[config.mk]
export PLATFORM = sky130hd
export DESIGN_NAME = mem_dump_ctrl
export DESIGN_NICKNAME = d
export VERILOG_FILES = /design/src/rtl/mem_dump_pkg.sv /design/src/rtl/rise_detect.sv /design/src/rtl/mem_dump_ctrl.sv
export SDC_FILE = /design/constraint.sdc
export NUM_CORES = 1
export LEC_CHECK = 0
export ABC_AREA = 0
export CELL_PAD_IN_SITES_DETAIL_PLACEMENT = 0
export CELL_PAD_IN_SITES_GLOBAL_PLACEMENT = 2
export CORE_MARGIN = 3
export CORE_UTILIZATION = 25
export DETAILED_ROUTE_END_ITERATION = 8
export GPL_ROUTABILITY_DRIVEN = 1
export GPL_TIMING_DRIVEN = 0
export PLACE_DENSITY_LB_ADDON = 0.1
export SYNTH_ARGS = -nofsm -noshare
export SYNTH_HDL_FRONTEND = slang
export SYNTH_SLANG_ARGS = --single-unit
[constraint.sdc]
create_clock -name clk -period 2.5 [get_ports clk]
set_clock_uncertainty 0.15 [all_clocks]
set_input_delay 0.5 -clock clk [delete_from_list [all_inputs] [get_ports clk]]
set_output_delay 0.5 -clock clk [all_outputs]
set_load 0.02 [all_outputs]
[src/rtl/mem_dump_pkg.sv]
// Shared types and default sizes for the memory dump controller.
// The optional zero-skipping behaviour is enabled by defining MEM_DUMP_SKIP_ZERO_EN.
package mem_dump_pkg;

   // Controller states; the encoding is kept at 3 bits so the state register width is fixed
   typedef enum logic [2:0] {
      IDLE = 3'd0,
      READ = 3'd1,
      WAIT = 3'd2,
      HOLD = 3'd3,
      DONE = 3'd4
   } dump_state_t;

   // Default geometry of the data memory being dumped
   localparam int DUMP_ADDR_W = 9;
   localparam int DUMP_DATA_W = 32;

endpackage

[src/rtl/rise_detect.sv]
// Registered rising-edge detector. The previous input level is held in a flop
// cleared by reset, so an input that is already high when reset releases is
// reported as a rising edge.
module rise_detect (
   input  logic clk,
   input  logic rst,
   input  logic din,
   output logic rise
);

   logic din_q;

   // Remember the level seen on the previous clock edge
   always_ff @(posedge clk) begin
      if (rst) begin
         din_q <= 1'b0;
      end else begin
         din_q <= din;
      end
   end

   assign rise = din & ~din_q;

endmodule

[src/rtl/mem_dump_ctrl.sv]
// Memory dump controller: on a rising edge of the CPU halt/display request it
// reads data memory word by word through its own synchronous read port and
// presents each word with its index over a valid/ready handshake, then raises a
// sticky done flag. Defining MEM_DUMP_SKIP_ZERO_EN suppresses beats for words
// that read as zero.
module mem_dump_ctrl
   import mem_dump_pkg::*;
#(
   parameter int ADDR_W = DUMP_ADDR_W,
   parameter int DATA_W = DUMP_DATA_W,
   parameter int DEPTH  = 512
) (
   input  logic              clk,
   input  logic              rst,
   input  logic              is_display,
   output logic              mem_rd_en,
   output logic [ADDR_W-1:0] mem_rd_addr,
   input  logic [DATA_W-1:0] mem_rd_data,
   output logic              dump_valid,
   input  logic              dump_ready,
   output logic [DATA_W-1:0] dump_data,
   output logic [ADDR_W-1:0] dump_index,
   output logic              busy,
   output logic              dump_done
);

   // Index of the final word; comparing against it (rather than DEPTH) lets
   // DEPTH equal 2**ADDR_W without the counter ever needing to wrap.
   localparam logic [ADDR_W-1:0] LAST_IDX = ADDR_W'(DEPTH - 1);

   dump_state_t       state;
   logic [ADDR_W-1:0] cnt;
   logic [ADDR_W-1:0] cnt_nxt;
   logic              trig;

   assign cnt_nxt = cnt + 1'b1;

   rise_detect u_rise (
      .clk  (clk),
      .rst  (rst),
      .din  (is_display),
      .rise (trig)
   );

   // Dump sequencer: issue a read, capture the returned word, hold it until the
   // sink accepts it, then advance or finish. All outputs are registered here.
   always_ff @(posedge clk) begin
      if (rst) begin
         state       <= IDLE;
         cnt         <= '0;
         mem_rd_en   <= 1'b0;
         mem_rd_addr <= '0;
         dump_valid  <= 1'b0;
         dump_data   <= '0;
         dump_index  <= '0;
         busy        <= 1'b0;
         dump_done   <= 1'b0;
      end else begin
         case (state)
            IDLE: begin
               if (trig) begin
                  state       <= READ;
                  mem_rd_en   <= 1'b1;
                  mem_rd_addr <= cnt;
                  busy        <= 1'b1;
               end
            end

            READ: begin
               mem_rd_en <= 1'b0;
               state     <= WAIT;
            end

            WAIT: begin
`ifdef MEM_DUMP_SKIP_ZERO_EN
               if (mem_rd_data == '0) begin
                  if (cnt == LAST_IDX) begin
                     state     <= DONE;
                     busy      <= 1'b0;
                     dump_done <= 1'b1;
                  end else begin
                     cnt         <= cnt_nxt;
                     mem_rd_addr <= cnt_nxt;
                     mem_rd_en   <= 1'b1;
                     state       <= READ;
                  end
               end else begin
                  dump_data  <= mem_rd_data;
                  dump_index <= cnt;
                  dump_valid <= 1'b1;
                  state      <= HOLD;
               end
`else
               dump_data  <= mem_rd_data;
               dump_index <= cnt;
               dump_valid <= 1'b1;
               state      <= HOLD;
`endif
            end

            HOLD: begin
               if (dump_ready) begin
                  dump_valid <= 1'b0;
                  if (cnt == LAST_IDX) begin
                     state     <= DONE;
                     busy      <= 1'b0;
                     dump_done <= 1'b1;
                  end else begin
                     cnt         <= cnt_nxt;
                     mem_rd_addr <= cnt_nxt;
                     mem_rd_en   <= 1'b1;
                     state       <= READ;
                  end
               end
            end

            DONE: begin
               state <= DONE;
            end

            default: begin
               state      <= IDLE;
               mem_rd_en  <= 1'b0;
               dump_valid <= 1'b0;
               busy       <= 1'b0;
            end
         endcase
      end
   end

endmodule

; ---- Yosys cells after proc, flatten, opt, wreduce, memory -nomap -nowiden
; Cells that the tools add are included.
[classes]
n_addsub = 1
eq_ne = 9
n_mux = 17
n_bitwise = 6
reduce_logical = 12
[ops]
columns = cell, count
row1 = $mux 9, 3
row2 = $pmux 9 s2, 1
row3 = $pmux 3 s5, 1
row4 = $reduce_and 4->1, 3
row5 = $add 9x1->9 const B, 1
row6 = $eq 9x9->1 const B, 1
row7 = $mux 3, 3
row8 = $pmux 1 s3, 3
row9 = $ne 2x2->1 const B, 4
row10 = $eq 3x2->1 const B, 2
row11 = $mux 1, 6
row12 = $reduce_and 3->1, 2
row13 = $reduce_or 3->1, 2
row14 = $not 1->1, 5
row15 = $reduce_and 2->1, 2
row16 = $eq 3x1->1 const B, 1
row17 = $eq 3x3->1 const B, 1
row18 = $logic_not 3->1, 1
row19 = $reduce_bool 2->1, 1
row20 = $reduce_or 2->1, 1
row21 = $and 1x1->1, 1
[word_totals]
register_bits = 67
input_bits = 36
out_inout_bits = 54
word_cells = 55

; ---- Longest topological paths before layout
[logic_depth]
word_depth = 4
ltp_mapped = 9

; ---- By module
; A second synthesis with hierarchy kept.
[unflattened]
hier_cells = 332
hier_area_um2 = 2731.4
[by_module_without_submodules]
columns = mod, n_inst, cells_per_inst, area_per_inst_um2, seq_area_each_um2
row1 = mem_dump_ctrl, 1, 329, 2683.8, 1321.3
row2 = rise_detect, 1, 3, 47.5, 20.0

; ---- Worst setup path before layout
; No wires, ideal clock.
[synth_path]
path_kind = register to register
start = reg cnt[0]
end = reg mem_rd_addr[1]
setup_time_ps = 134
arrival_time_ps = 1648
t_required_ps = 2216
slack_ps = 568
stages_incl_launch_ff = 9
synth_period_minus_slack_ps = 1932
cell_sequence = dfxtp_1 ha_1 nand3_1 nor2_1 ha_1 nand4b_1 a21oi_4 buf_6 a311oi_2
[synth_via]
elab_chain_cells = 4
word_cells_on_any_way = 7
cone_classes = add/sub (1) / eq/ne (2) / mux (3) / reduce/logical (1)
[synth_rtl]
columns = element, line_no
row1 = from (decl), mem_dump_ctrl.sv:32  ; logic [ADDR_W-1:0] cnt;
row2 = from (signal assigned), mem_dump_ctrl.sv:109  ; cnt <= cnt_nxt;
row3 = $add 9x1->9, mem_dump_ctrl.sv:36  ; assign cnt_nxt = cnt + 1'b1;
row4 = $mux 9, mem_dump_ctrl.sv:104  ; if (cnt == LAST_IDX) begin
row5 = $mux 9, mem_dump_ctrl.sv:102  ; if (dump_ready) begin
row6 = $pmux 9 s2, mem_dump_ctrl.sv:59  ; case (state)
row7 = to (signal assigned), mem_dump_ctrl.sv:64  ; mem_rd_addr <= cnt;
row8 = to (signal assigned), mem_dump_ctrl.sv:110  ; mem_rd_addr <= cnt_nxt;
row9 = to (decl), mem_dump_ctrl.sv:17  ; output logic [ADDR_W-1:0] mem_rd_addr,
; Several ways; a longest one is shown, not always the timed one. The select of a mux whose other input is x is not followed.
; A chain may end at the register's enable or synchronous reset.

; ---- Worst setup path after layout
; Same ends and word-level chain as after synthesis.

==> results.sh <==
export IMPL_status="complete, no violations"
export IMPL_grt_overflow=0
export IMPL_critPathMaxFanout=10
export IMPL_timing_fmax_mhz=443
export IMPL_cts_buffer_depth=2
export IMPL_drt_iter0_markers=70
export IMPL_postLayoutCoreUtil_pct=38.5
export IMPL_finalHoldViolCount=0
export IMPL_crit_required_ns=2.54
export IMPL_yosysWarnings=0
export IMPL_die_w_um=109
export IMPL_synth_top_area_share_pct=50.5
export IMPL_crit_path_end_kind="flip-flop"
export IMPL_grt_usage_pct=13.1
export IMPL_min_period_over_period_pct=90.4
export IMPL_p_per_area_nw_per_um2=645
export IMPL_reg2reg_depth=8
export IMPL_grtUsageMet1_pct=17.0
export IMPL_dieArea_um2=11900
export IMPL_ir_drop_mv=0.294
export IMPL_synth_main_ff_cell="dfxtp_1"
export IMPL_design_area_um2=3870
export IMPL_grt_use_met2_pct=19.8
export IMPL_met3_usage_pct=4.74
export IMPL_async_flop_share_pct=0
export IMPL_reg2reg_from="cnt[0]"
export IMPL_yosys_area_top_type="dfxtp_1"
export IMPL_synth_most_common_cell="nand2_1"
export IMPL_synth_edf_count=0
export IMPL_synth_cell_types=33
export IMPL_synth_seq_cells=67
export IMPL_n_antenna_cell=0
export IMPL_antenna_left=0
export IMPL_hold_path_end="dump_data[17]"
export IMPL_yosys_top_cells_count="nand2_1, dfxtp_1, a21oi_1"
export IMPL_portBuffers=87
export IMPL_antenna_found_initial=0
export IMPL_vias_per_cell=4.43
export IMPL_holdCritStartpoint="dump_data[17]"
export IMPL_maxSlewViolCount=0
export IMPL_routabilityCongestion=0.730
export IMPL_wl_per_cell_um=13.4
export IMPL_cts_sinks=67
export IMPL_fill_cells=1069
export IMPL_rows=36
export IMPL_cts_tree="yes"
export IMPL_chipHeight_um=109
export IMPL_critPathArrivalTime_ns=2.30
export IMPL_rsz0062_at_grt="no"
export IMPL_drc=0
export IMPL_synthCells=328
export IMPL_synthTopCellsByArea="dfxtp_1, nand2_1, a21oi_1"
export IMPL_grt_busiest_layer="met2"
export IMPL_grt_pass1_wl_mm=12.0
export IMPL_post_cts_resized=0
export IMPL_regToRegSetupSlack_ns=0.24
export IMPL_p_leak_uw=0.00127
export IMPL_clk_pin_slew_ns=0.07
export IMPL_worst_slew_margin_rel_pct=57.4
export IMPL_r2r_end="mem_rd_addr[1]"
export IMPL_boundaryPins=90
export IMPL_drive_gt1_share_pct=5.13
export IMPL_syn_nets=367
export IMPL_finalSetupViolations=0
export IMPL_clockRootBuffer="clkbuf_8"
export IMPL_firstDrtPassIters=4
export IMPL_area_growth_pct=45.8
export IMPL_fin_nets=464
export IMPL_ys_seq_area_share_pct=50.5
export IMPL_cap_violations=0
export IMPL_finalCriticalPeriod_ns=2.26
export IMPL_min_path_type="reg2reg"
export IMPL_finalSetupTns_ns=0
export IMPL_grt_max_degree=12
export IMPL_netlist_area_um2=2650
export IMPL_cts_inserted_buffers=9
export IMPL_tightest_slew_ns=0.639
export IMPL_placed_area_um2=3690
export IMPL_crit_path_start="cnt[0]"
export IMPL_startpoint_type="flip-flop"
export IMPL_first_global_vias=2352
export IMPL_route_vias_total=2491
export IMPL_crit_type="reg2reg"
export IMPL_initial_core_util_pct=26.4
export IMPL_drt_wl_total_mm=7.52
export IMPL_htree_levels=3
export IMPL_hpwl_mm=5.39
export IMPL_hold_depth=2
export IMPL_syn_avg_cell_area_um2=8.09
export IMPL_clk_latency_ns=0.34
export IMPL_coreArea_um2=10000
==> per-layer routing <==
metal	up-vias	wire, um
met5	-	0
li1	1276	-
met1	1145	3420
met2	63	3470
met3	7	561
met4	0	68
==> timing repair <==
item | CTS | global route
endpoints found under the hold margin | 0 | 0
endpoints found under the setup margin | 0 | 2
buffers inserted | 0 | 0
hold buffers | 0 | 0
==> registers in the layout (all words and copies together), names as in the netlist <==
name and count:
dump_done 1, cnt 9, mem_rd_addr 9, dump_index 9
u_rise.din_q 1, state 3, mem_rd_en 1, dump_data 32
dump_valid 1, busy 1
==> through the flow <==
| step | setup slack (ns) | instances | power, uW | hold slack (ns) |
|---|---|---|---|---|
| 2_1_floorplan | 0.568 | 328 | 1440 | 0.321 |
| 3_3_place_gp | 0.0782 | 548 | 1660 | 0.292 |
| 3_5_place_dp | 0.0807 | 548 | 1670 | 0.296 |
| 4_1_cts | 0.162 | 563 | 2550 | 0.306 |
| 5_1_grt | 0.0618 | 562 | 2630 | 0.324 |
| 6_report | 0.241 | 562 | 2500 | 0.303 |
==> final cells by class <==
class	count	area, um^2	share of cell area [%]
Buffer	26	115	2.97
Timing Repair Buffer	87	871	22.5
Sequential cell	67	1340	34.7
Clock inverter	5	55.1	1.42
Clock buffer	10	128	3.30
Multi-Input combinational cell	232	1190	30.6
Tap cell	133	166	4.30
Inverter	2	7.51	0.194
==> worst max-delay path by stage <==
stage / cells after the start / to / slack, ns
2_1_floorplan: 8 / mem_rd_addr[1] / 0.57
3_3_place_gp: 5 / mem_rd_addr[1] / 0.08
3_5_place_dp: 5 / mem_rd_addr[8] / 0.08
4_1_cts: 8 / cnt[0] / 0.16
5_1_grt: 8 / mem_rd_addr[6] / 0.06
6_report: 8 / mem_rd_addr[1] / 0.24
==> critical path, cell delays in order (launching register included) <==
cell and delay (ns):
dfxtp_1 0.38, ha_1 0.28, nand3_1 0.10, nor2_1 0.06
ha_1 0.24, nand4b_1 0.26, a21oi_4 0.36, buf_6 0.20
a311oi_2 0.09
==> layout by cell type, fill, tap and decap left out, types with 3 or more instances in the layout <==
| cell | count |
|---|---|
| nand2_1 | 96 |
| dfxtp_1 | 67 |
| nor4_1 | 4 |
| nor2_1 | 26 |
| o21ai_0 | 4 |
| clkbuf_8 | 9 |
| ha_1 | 3 |
| nor3_1 | 6 |
| a211oi_1 | 7 |
| clkbuf_1 | 22 |
| nand3_1 | 5 |
| clkdlybuf4s50_1 | 87 |
| a21oi_1 | 46 |
| xnor2_1 | 13 |
==> cells by family after synthesis <==
logic type      share of synthesized area [%]
buf+inv                                  4.76
xor+xnor                                 4.62
simple gates                             24.0
compound gates                           14.6
fa+ha+maj                                1.41
flops                                    50.5
==> power breakdown <==
| part | switching (uW) | internal [uW] | total [uW] |
|---|---|---|---|
| registers | 32.6 | 1130 | 1160 |
| clock network | 412 | 452 | 863 |
| logic | 254 | 216 | 470 |
| total | 698 | 1800 | 2500 |
(Power assumes the default switching activity.)
